<file path="src/rtl/ps2_pkg.sv">
// Shared types and constants for the PS/2 keyboard receive path.
package ps2_pkg;

    // Receiver frame FSM states.
    typedef enum logic [1:0] {
        ST_IDLE  = 2'd0,
        ST_RECV  = 2'd1,
        ST_CHECK = 2'd2
    } rx_state_t;

    localparam int         PS2_FRAME_BITS = 11;
    localparam logic [7:0] PS2_EXT        = 8'hE0;
    localparam logic [7:0] PS2_BRK        = 8'hF0;
    localparam int         PS2_EVENT_W    = 10;

    // A frame is good when start is 0, stop is 1 and data+parity hold an odd number of ones.
    function automatic logic ps2_frame_ok(input logic [PS2_FRAME_BITS-1:0] frame);
        return (frame[0] == 1'b0) && (frame[PS2_FRAME_BITS-1] == 1'b1) && (^frame[9:1]);
    endfunction

endpackage

</file>
<file path="src/rtl/ps2_fifo.sv">
// Synchronous first-word-fall-through FIFO with occupancy, full/empty and overflow pulse.
module ps2_fifo #(
    parameter int DEPTH = 8,
    parameter int WIDTH = 10
) (
    input  logic                     clk,
    input  logic                     reset,
    input  logic                     push,
    input  logic                     pop,
    input  logic [WIDTH-1:0]         din,
    output logic [WIDTH-1:0]         dout,
    output logic                     empty,
    output logic                     full,
    output logic [$clog2(DEPTH):0]   count,
    output logic                     overflow
);

    localparam int AW = $clog2(DEPTH);
    localparam logic [AW:0] DEPTH_CNT = (AW+1)'(DEPTH);

    logic [WIDTH-1:0] mem [DEPTH];
    logic [AW:0]      wr_ptr;
    logic [AW:0]      rd_ptr;
    logic             do_push;
    logic             do_pop;

    assign count   = wr_ptr - rd_ptr;
    assign empty   = (count == '0);
    assign full    = (count == DEPTH_CNT);
    assign do_pop  = pop && !empty;
    assign do_push = push && (!full || do_pop);
    assign dout    = empty ? '0 : mem[rd_ptr[AW-1:0]];

    // Pointer bookkeeping and the dropped-event pulse.
    always_ff @(posedge clk or negedge reset) begin
        if (!reset) begin
            wr_ptr   <= '0;
            rd_ptr   <= '0;
            overflow <= 1'b0;
        end else begin
            overflow <= push && !do_push;
            if (do_push) wr_ptr <= wr_ptr + 1'b1;
            if (do_pop)  rd_ptr <= rd_ptr + 1'b1;
        end
    end

    // Storage array; contents are only visible through dout while non-empty.
    always_ff @(posedge clk) begin
        if (do_push) mem[wr_ptr[AW-1:0]] <= din;
    end

endmodule

</file>
<file path="src/rtl/ps2_keyboard_rx.sv">
// PS/2 keyboard receiver: pin synchronisers, clock deglitch filter, frame FSM with
// watchdog, E0/F0 prefix folding and an event FIFO towards the consumer.
module ps2_keyboard_rx
    import ps2_pkg::*;
#(
    parameter int FILTER_LEN     = 8,
    parameter int TIMEOUT_CYCLES = 125000,
    parameter int FIFO_DEPTH     = 8
) (
    input  logic                          clk,
    input  logic                          reset,
    input  logic                          ps2c,
    input  logic                          ps2d,
    input  logic                          rx_en,
    input  logic                          rd_en,
    output logic [PS2_EVENT_W-1:0]        dout,
    output logic                          empty,
    output logic                          full,
    output logic [$clog2(FIFO_DEPTH):0]   count,
    output logic                          frame_err,
    output logic                          timeout,
    output logic                          overflow
);

    localparam int FC_W = (FILTER_LEN > 1) ? $clog2(FILTER_LEN) : 1;
    localparam int WD_W = $clog2(TIMEOUT_CYCLES + 1);
    localparam logic [FC_W-1:0] FC_LAST  = FC_W'(FILTER_LEN - 1);
    localparam logic [WD_W-1:0] WD_LAST  = WD_W'(TIMEOUT_CYCLES - 1);
    localparam logic [3:0]      LAST_BIT = 4'(PS2_FRAME_BITS - 1);

    logic [1:0]                c_sync;
    logic [1:0]                d_sync;
    logic                      fc;
    logic [FC_W-1:0]           filt_cnt;
    logic                      fall;
    logic                      fall_bit;

    rx_state_t                 state;
    logic [PS2_FRAME_BITS-1:0] shift_reg;
    logic [3:0]                bit_cnt;
    logic [WD_W-1:0]           wd_cnt;
    logic                      take;
    logic                      ext;
    logic                      brk;

    logic                      frame_valid;
    logic [7:0]                rx_byte;
    logic                      push;
    logic [PS2_EVENT_W-1:0]    push_data;

    // Two-flop synchronisers; both pins idle high on the bus.
    always_ff @(posedge clk or negedge reset) begin
        if (!reset) begin
            c_sync <= 2'b11;
            d_sync <= 2'b11;
        end else begin
            c_sync <= {c_sync[0], ps2c};
            d_sync <= {d_sync[0], ps2d};
        end
    end

    // Clock filter: fc follows only after FILTER_LEN agreeing samples; a falling fc strobes the data bit.
    always_ff @(posedge clk or negedge reset) begin
        if (!reset) begin
            fc       <= 1'b1;
            filt_cnt <= '0;
            fall     <= 1'b0;
            fall_bit <= 1'b0;
        end else begin
            fall <= 1'b0;
            if (c_sync[1] == fc) begin
                filt_cnt <= '0;
            end else if (filt_cnt == FC_LAST) begin
                fc       <= c_sync[1];
                filt_cnt <= '0;
                fall     <= fc;
                fall_bit <= d_sync[1];
            end else begin
                filt_cnt <= filt_cnt + 1'b1;
            end
        end
    end

    assign frame_valid = ps2_frame_ok(shift_reg);
    assign rx_byte     = shift_reg[8:1];
    assign push        = (state == ST_CHECK) && frame_valid && take &&
                         (rx_byte != PS2_EXT) && (rx_byte != PS2_BRK);
    assign push_data   = {brk, ext, rx_byte};

    // Frame FSM: collect 11 bits LSB first, watchdog mid-frame, then validate and fold prefixes.
    always_ff @(posedge clk or negedge reset) begin
        if (!reset) begin
            state     <= ST_IDLE;
            shift_reg <= '0;
            bit_cnt   <= '0;
            wd_cnt    <= '0;
            take      <= 1'b0;
            ext       <= 1'b0;
            brk       <= 1'b0;
            frame_err <= 1'b0;
            timeout   <= 1'b0;
        end else begin
            frame_err <= 1'b0;
            timeout   <= 1'b0;
            case (state)
                ST_IDLE: begin
                    wd_cnt <= '0;
                    if (fall) begin
                        shift_reg <= {fall_bit, {(PS2_FRAME_BITS-1){1'b0}}};
                        take      <= rx_en;
                        bit_cnt   <= 4'd1;
                        state     <= ST_RECV;
                    end
                end
                ST_RECV: begin
                    if (fall) begin
                        shift_reg <= {fall_bit, shift_reg[PS2_FRAME_BITS-1:1]};
                        bit_cnt   <= bit_cnt + 4'd1;
                        wd_cnt    <= '0;
                        if (bit_cnt == LAST_BIT) state <= ST_CHECK;
                    end else if (wd_cnt == WD_LAST) begin
                        timeout <= 1'b1;
                        ext     <= 1'b0;
                        brk     <= 1'b0;
                        wd_cnt  <= '0;
                        bit_cnt <= '0;
                        state   <= ST_IDLE;
                    end else begin
                        wd_cnt <= wd_cnt + 1'b1;
                    end
                end
                ST_CHECK: begin
                    state   <= ST_IDLE;
                    bit_cnt <= '0;
                    if (!frame_valid) begin
                        frame_err <= 1'b1;
                        ext       <= 1'b0;
                        brk       <= 1'b0;
                    end else if (take) begin
                        if (rx_byte == PS2_EXT) begin
                            ext <= 1'b1;
                        end else if (rx_byte == PS2_BRK) begin
                            brk <= 1'b1;
                        end else begin
                            ext <= 1'b0;
                            brk <= 1'b0;
                        end
                    end
                end
                default: state <= ST_IDLE;
            endcase
        end
    end

    ps2_fifo #(
        .DEPTH (FIFO_DEPTH),
        .WIDTH (PS2_EVENT_W)
    ) u_fifo (
        .clk      (clk),
        .reset    (reset),
        .push     (push),
        .pop      (rd_en),
        .din      (push_data),
        .dout     (dout),
        .empty    (empty),
        .full     (full),
        .count    (count),
        .overflow (overflow)
    );

endmodule

</file>
<file path="config.mk">
export PLATFORM = sky130hd
export DESIGN_NAME = ps2_keyboard_rx
export DESIGN_NICKNAME = d
export VERILOG_FILES = /design/src/rtl/ps2_pkg.sv /design/src/rtl/ps2_fifo.sv /design/src/rtl/ps2_keyboard_rx.sv
export SDC_FILE = /design/constraint.sdc
export NUM_CORES = 1
export LEC_CHECK = 0
export BUFFER_PORTS_ARGS = -buffer_cell sky130_fd_sc_hd__clkbuf_2
export CAP_MARGIN = 20
export CORE_AREA = 4 4 129 131
export DETAILED_ROUTE_END_ITERATION = 7
export DIE_AREA = 0 0 133 135
export GPL_TIMING_DRIVEN = 1
export PLACE_DENSITY_LB_ADDON = 0.05
export REMOVE_ABC_BUFFERS = 1
export SLEW_MARGIN = 15
export SYNTH_ARGS = -nofsm -noshare
export SYNTH_HDL_FRONTEND = slang
export SYNTH_HIERARCHICAL = 1
export SYNTH_SLANG_ARGS = --single-unit
</file>
<file path="constraint.sdc">
create_clock -name clk -period 4 [get_ports clk]
set_input_delay 0.2 -clock clk [delete_from_list [all_inputs] [get_ports clk]]
set_output_delay 0.2 -clock clk [all_outputs]
set_load 0.05 [all_outputs]
</file>
==> results of run 1 <==
==> final cells by class <==
| type | count | area, µm² | share of cell area |
|---|---|---|---|
| Multi-Input combinational cell | 259 | 2100 | 0.292 |
| Clock inverter | 13 | 224 | 0.0311 |
| Tap cell | 216 | 270 | 0.0375 |
| Timing Repair Buffer | 38 | 233 | 0.0323 |
| Clock buffer | 19 | 443 | 0.0615 |
| Inverter | 18 | 67.6 | 0.00938 |
| Sequential cell | 138 | 3860 | 0.536 |
==> kinds of logic after synthesis <==
logic type      Yosys count
xor+xnor                 20
flops                   138
simple gates            129
buf+inv                  35
compound gates           61
mux                      30
fa+ha+maj                19
==> metrics by stage <==
step,utilization,worst slack [ns]
finish,0.462,0.568
global route,0.462,0.345
CTS,0.462,0.521
detailed placement,0.417,0.536
global placement,0.417,0.692
floorplan,-,-0.473
==> worst paths after layout <==
| path | slack [ns] | depth (start not counted) | to |
|---|---|---|---|
| max | 0.57 | 10 | u_fifo/mem[7][0] |
| min | 0.05 | 2 | take |
| max reg2reg | 0.57 | 10 | u_fifo/mem[7][0] |
| min reg2reg | 0.36 | 0 | d_sync[1] |
| max in group asynchronous | 2.70 | 3 | brk |
| min in group asynchronous | 0.41 | 2 | wd_cnt[5] |
==> synthesized netlist by cell type (4+ instances only) <==
cell type and count:
a21oi_1 16, a22o_1 6, a31oi_1 8, buf_2 7
clkbuf_1 9, dfrtp_1 53, dfstp_2 5, edfxtp_1 80
ha_1 18, inv_1 18, mux2_2 7, mux4_2 20
nand2_1 51, nand3_1 11, nand4_1 4, nor2_1 17
nor2b_1 4, nor3_1 9, nor4_1 4, o21ai_0 11
xnor2_1 10, xor2_1 9
==> power groups by stage <==
stage          sequential [µW]  clock, µW  combinational (µW)
2_1_floorplan             1680          0                 487
3_5_place_dp              1600          0                 794
4_1_cts                   1570       1790                 796
6_report                  1570       1760                 775
3_3_place_gp              1600          0                 787
5_1_grt                   1570       1860                 843
==> routing by layer <==
metal  GRT usage  part of all wire  vias to the layer above
li1            -                 -                     1690
met1       0.208              0.48                     1805
met2       0.242              0.48                       53
met3      0.0332             0.028                       18
met4      0.0600             0.017                        0
met5           0                 0                        -
==> timing repair <==
| action | in CTS | in global routing |
|---|---|---|
| hold buffers | 3 | 0 |
| hold endpoints to repair | 27 | 0 |
| resized for setup | 0 | 0 |
==> results.sh, run 1 <==
export IMPL_fin_skew_ns=0.00813
export IMPL_drc_errors=0
export IMPL_synth_area_top_cells="edfxtp_1 (39%), dfrtp_1 (22%), mux4_2 (7.4%)"
export IMPL_cp_arrival_ns=3.48
export IMPL_pin_count=25
export IMPL_synth_seq_cells=138
export IMPL_place_congestion=0.788
export IMPL_switching_power_uw=1140
export IMPL_final_common_cell="edfxtp_1"
export IMPL_wirelength_mm=12.7
export IMPL_cts_buffers=17
export IMPL_crit_path_start="shift_reg[5]"
export IMPL_period_share=0.858
export IMPL_max_stage_delay_ns=0.55
export IMPL_drive_gt1_frac=0.231
export IMPL_setup_viol=0
export IMPL_outcome="finished, final reports clean"
export IMPL_cp_slowest_cell="dfrtp_1"
export IMPL_netSwitchingFraction=0.278
export IMPL_largest_reg_flops=80
export IMPL_dp_hpwl_mm=8.01
export IMPL_cp_buffers_inverters=3
export IMPL_hold_start="rx_en"
export IMPL_min_path_type="in2reg"
export IMPL_dieArea_um2=18000
export IMPL_start_kind="register"
export IMPL_synth_top_area_share=0.394
export IMPL_initialDrtViolationCount=152
export IMPL_grt_max_degree=32
export IMPL_mostFrequentLayoutCells="edfxtp_1 (80), dfrtp_1 (53), nand2_1 (51)"
export IMPL_wl_per_cell_um=18.0
export IMPL_antenna_found_initial=0
export IMPL_fin_tns_setup_ns=0
export IMPL_drv_cap=0
export IMPL_antenna_cells=0
export IMPL_nFillCells=1396
export IMPL_synth_top_area_cell="edfxtp_1"
export IMPL_rsz0062_at_grt="no"
export IMPL_vdd_ir_drop_max_v=0.000276
export IMPL_routed_via_density=5.09
export IMPL_overflow=0
export IMPL_r2r_start="shift_reg[5]"
export IMPL_p_leak_uw=0.00289
export IMPL_slew_viol_final=0
export IMPL_clk_pin_slew_worst_paths_ns=0.06
export IMPL_cts_sinks=138
export IMPL_p_clk_frac=0.428
export IMPL_synth_simple_area_share=0.110
export IMPL_grt_pass1_vias=3688
export IMPL_worst_path_most_repeated_cell="inv_1"
export IMPL_die_x_um=133
export IMPL_die_height_um=135
export IMPL_ys_warn_count=6
export IMPL_tightestPinTransition_ns=0.981
export IMPL_p_per_area_nw_per_um2=570
export IMPL_synth_edf_count=80
export IMPL_dp_cells=666
export IMPL_async_flop_share=0.420
export IMPL_row_count=46
export IMPL_finalNonFillerCells=701
export IMPL_synth_fa_ha_area_frac=0.0402
export IMPL_power_frac_seq=0.383
export IMPL_cts_root_buf="clkbuf_16"
export IMPL_cp_max_fo=11
export IMPL_pwr_share_comb=0.189
export IMPL_area_growth_pct=18.0
export IMPL_total_power_uw=4100
export IMPL_htreeDepth=4
export IMPL_firstDrtPassIters=4
export IMPL_endpoint_kind="register"
export IMPL_hold_ws_ns=0.0547
export IMPL_route_antenna_remaining_nets=0
export IMPL_core_area_um2=15600
export IMPL_synthXorXnorAreaFrac=0.0310
export IMPL_synth_mux_area_frac=0.0918
export IMPL_grt_pass1_wl_mm=20.8
export IMPL_path_cells="inv_1, ha_1, xnor3_1, xnor2_1, nand3_1, nor3b_1, inv_1, a31oi_4, nand4_2, inv_1"
export IMPL_netlist_area_um2=6100
export IMPL_avgSynthCellArea_um2=14.1
export IMPL_path_class="reg2reg"
export IMPL_synth_top_family_by_area="simple AND/OR/NAND/NOR gates"
export IMPL_required_ns=4.05
export IMPL_start_util=0.391
export IMPL_synth_compound_area_frac=0.0701
export IMPL_ys_seq_area_frac=0.632
export IMPL_cts_tree="yes"
export IMPL_track_usage=0.153
export IMPL_fin_nets=497
export IMPL_crit_family="simple AND/OR/NAND/NOR gates"
export IMPL_max_clock_freq_mhz=291
export IMPL_vias=3566
export IMPL_clk_path_buf_depth=2
export IMPL_synthCells=432
export IMPL_yosysUniqueCellTypes=61
export IMPL_stdcell_area_um2=7200
export IMPL_period_needed_ns=3.43
export IMPL_postPlaceCellArea_um2=6500
export IMPL_hold_viol=0
export IMPL_clk_latency_ns=0.41
export IMPL_slew_headroom=0.346
export IMPL_cts_setup_buffers=0
export IMPL_p_int_uw=2960
export IMPL_synthFlopType="edfxtp_1"
export IMPL_port_buffers=24
Note: power is estimated with default switching activity, not from simulation.
==> inputs of run 2 (changes only) <==
--- a/config.mk
+++ b/config.mk
@@ -7,13 +7,13 @@
 export LEC_CHECK = 0
 export BUFFER_PORTS_ARGS = -buffer_cell sky130_fd_sc_hd__clkbuf_2
 export CAP_MARGIN = 20
-export CORE_AREA = 4 4 129 131
+export CORE_AREA = 2 2 127 129
 export DETAILED_ROUTE_END_ITERATION = 7
-export DIE_AREA = 0 0 133 135
+export DIE_AREA = 0 0 129 131
 export GPL_TIMING_DRIVEN = 1
 export PLACE_DENSITY_LB_ADDON = 0.05
 export REMOVE_ABC_BUFFERS = 1
-export SLEW_MARGIN = 15
+export SLEW_MARGIN = 20
 export SYNTH_ARGS = -nofsm -noshare
 export SYNTH_HDL_FRONTEND = slang
 export SYNTH_HIERARCHICAL = 1
==> results.sh, run 2 (synthesis results as in run 1) <==
export IMPL_outcome="finished, final reports clean"
export IMPL_postPlaceCellArea_um2=6510
export IMPL_cts_root_buf="clkbuf_16"
export IMPL_cts_tree="yes"
export IMPL_dp_hpwl_mm=8.15
export IMPL_slew_headroom=0.366
export IMPL_stdcell_area_um2=7070
export IMPL_slew_viol_final=0
export IMPL_cp_buffers_inverters=3
export IMPL_firstDrtPassIters=4
export IMPL_p_per_area_nw_per_um2=531
export IMPL_vias=3516
export IMPL_r2r_setup_slack_ns=0.69
export IMPL_cts_sinks=138
export IMPL_row_count=46
export IMPL_antenna_cells=0
export IMPL_track_usage=0.160
export IMPL_cts_resized=0
export IMPL_postCtsHoldBufs=3
export IMPL_final_common_cell="edfxtp_1"
export IMPL_p_leak_uw=0.00283
export IMPL_clk_pin_slew_worst_paths_ns=0.06
export IMPL_dieArea_um2=16900
export IMPL_rsz0062_at_grt="no"
export IMPL_period_share=0.840
export IMPL_hold_start="rx_en"
export IMPL_wl_per_cell_um=17.6
export IMPL_core_area_um2=15600
export IMPL_drive_gt1_frac=0.224
export IMPL_start_kind="register"
export IMPL_dp_slack_ns=0.674
export IMPL_fin_nets=498
export IMPL_hold_viol=0
export IMPL_crit_path_start="u_fifo/rd_ptr[2]"
export IMPL_initialDrtViolationCount=186
export IMPL_crit_family="buffers and inverters"
export IMPL_start_util=0.391
export IMPL_min_path_type="in2reg"
export IMPL_max_stage_delay_ns=0.44
export IMPL_die_height_um=131
export IMPL_required_ns=3.80
export IMPL_fin_skew_ns=0.00790
export IMPL_area_growth_pct=15.9
export IMPL_crit_cells=8
export IMPL_grt_pass1_wl_mm=20.1
export IMPL_htreeDepth=4
export IMPL_pin_count=25
export IMPL_overflow=0
export IMPL_finalWorstSetupSlack_ns=0.641
export IMPL_tightestPinTransition_ns=0.951
export IMPL_path_cells="buf_4, inv_1, ha_1, and3b_4, or3_4, a21oi_4, a21oi_1, clkbuf_2"
export IMPL_max_clock_freq_mhz=298
export IMPL_place_congestion=0.747
export IMPL_endpoint_kind="primary output"
export IMPL_reg2reg_to="u_fifo/mem[7][6]"
export IMPL_cp_max_fo=14
export IMPL_mostFrequentLayoutCells="edfxtp_1 (80), dfrtp_1 (53), nand2_1 (51)"
export IMPL_nFillCells=1420
export IMPL_routed_via_density=5.01
export IMPL_antenna_found_initial=0
export IMPL_r2r_start="shift_reg[5]"
export IMPL_vdd_ir_drop_max_v=0.000271
export IMPL_setup_viol=0
export IMPL_drc_errors=0
export IMPL_crit_end="dout[7]"
export IMPL_route_antenna_remaining_nets=0
export IMPL_whs_path_depth=2
export IMPL_cts_setup_buffers=0
export IMPL_die_x_um=129
export IMPL_port_buffers=24
export IMPL_clk_latency_ns=0.41
export IMPL_cp_arrival_ns=3.16
export IMPL_grt_max_degree=35
export IMPL_path_class="reg2out"
export IMPL_clk_path_buf_depth=2
export IMPL_period_needed_ns=3.36
export IMPL_wirelength_mm=12.3
export IMPL_grt_pass1_vias=3756
export IMPL_largest_reg_flops=80
export IMPL_reg2reg_depth=10
export IMPL_drv_cap=0
export IMPL_cts_buffers=17
export IMPL_cp_slowest_cell="a21oi_4"
-- run 2: cell count changes in the layout (fill, tap and decap cells not counted), sizes merged --
cell	delta
clkinvlp	+1
clkbuf	+4
buf	+1
bufinv	-5
-- run 2: power by group --
| group | internal (µW) | switching, µW | leakage, µW |
|---|---|---|---|
| clock | 862 | 558 | 0.000258 |
| sequential | 1540 | 25.9 | 0.00167 |
| combinational | 239 | 524 | 0.000896 |
-- run 2: worst min path at each step --
stage          slack, ns         end
6_report            0.03        take
5_1_grt             0.03        take
4_1_cts             0.01        take
3_5_place_dp        0.29  wd_cnt[10]
3_3_place_gp        0.28  wd_cnt[11]
2_1_floorplan       -0.1  bit_cnt[0]
-- run 2: through the flow --
| step | cells | utilization | power (µW) | TNS (ns) | hold WS [ns] |
|---|---|---|---|---|---|
| after floorplan | 415 | - | 2170 | -16.19 | -0.0956 |
| after global placement | 667 | 0.417 | 2360 | 0 | 0.277 |
| after detailed placement | 667 | 0.417 | 2380 | 0 | 0.288 |
| after CTS | 702 | 0.453 | 3820 | 0 | 0.0107 |
| after global routing | 702 | 0.453 | 3920 | 0 | 0.0303 |
| final | 702 | 0.453 | 3750 | 0 | 0.0310 |
-- run 2: area by class of cell --
type                            count  area [µm²]  share of cell area
Timing Repair Buffer               39         240              0.0340
Sequential cell                   138        3860               0.546
Clock buffer                       23         458              0.0648
Multi-Input combinational cell    259        2100               0.297
Tap cell                          216         270              0.0382
Clock inverter                      9        73.8              0.0104
Inverter                           18        67.6             0.00955
-- run 2: layer usage --
metal / wire length (µm) / global-route usage / up-vias
li1: - / - / 1693
met1: 5560 / 0.195 / 1759
met2: 6200 / 0.277 / 47
met3: 380 / 0.0391 / 17
met4: 199 / 0.0595 / 0
met5: 0 / 0 / -
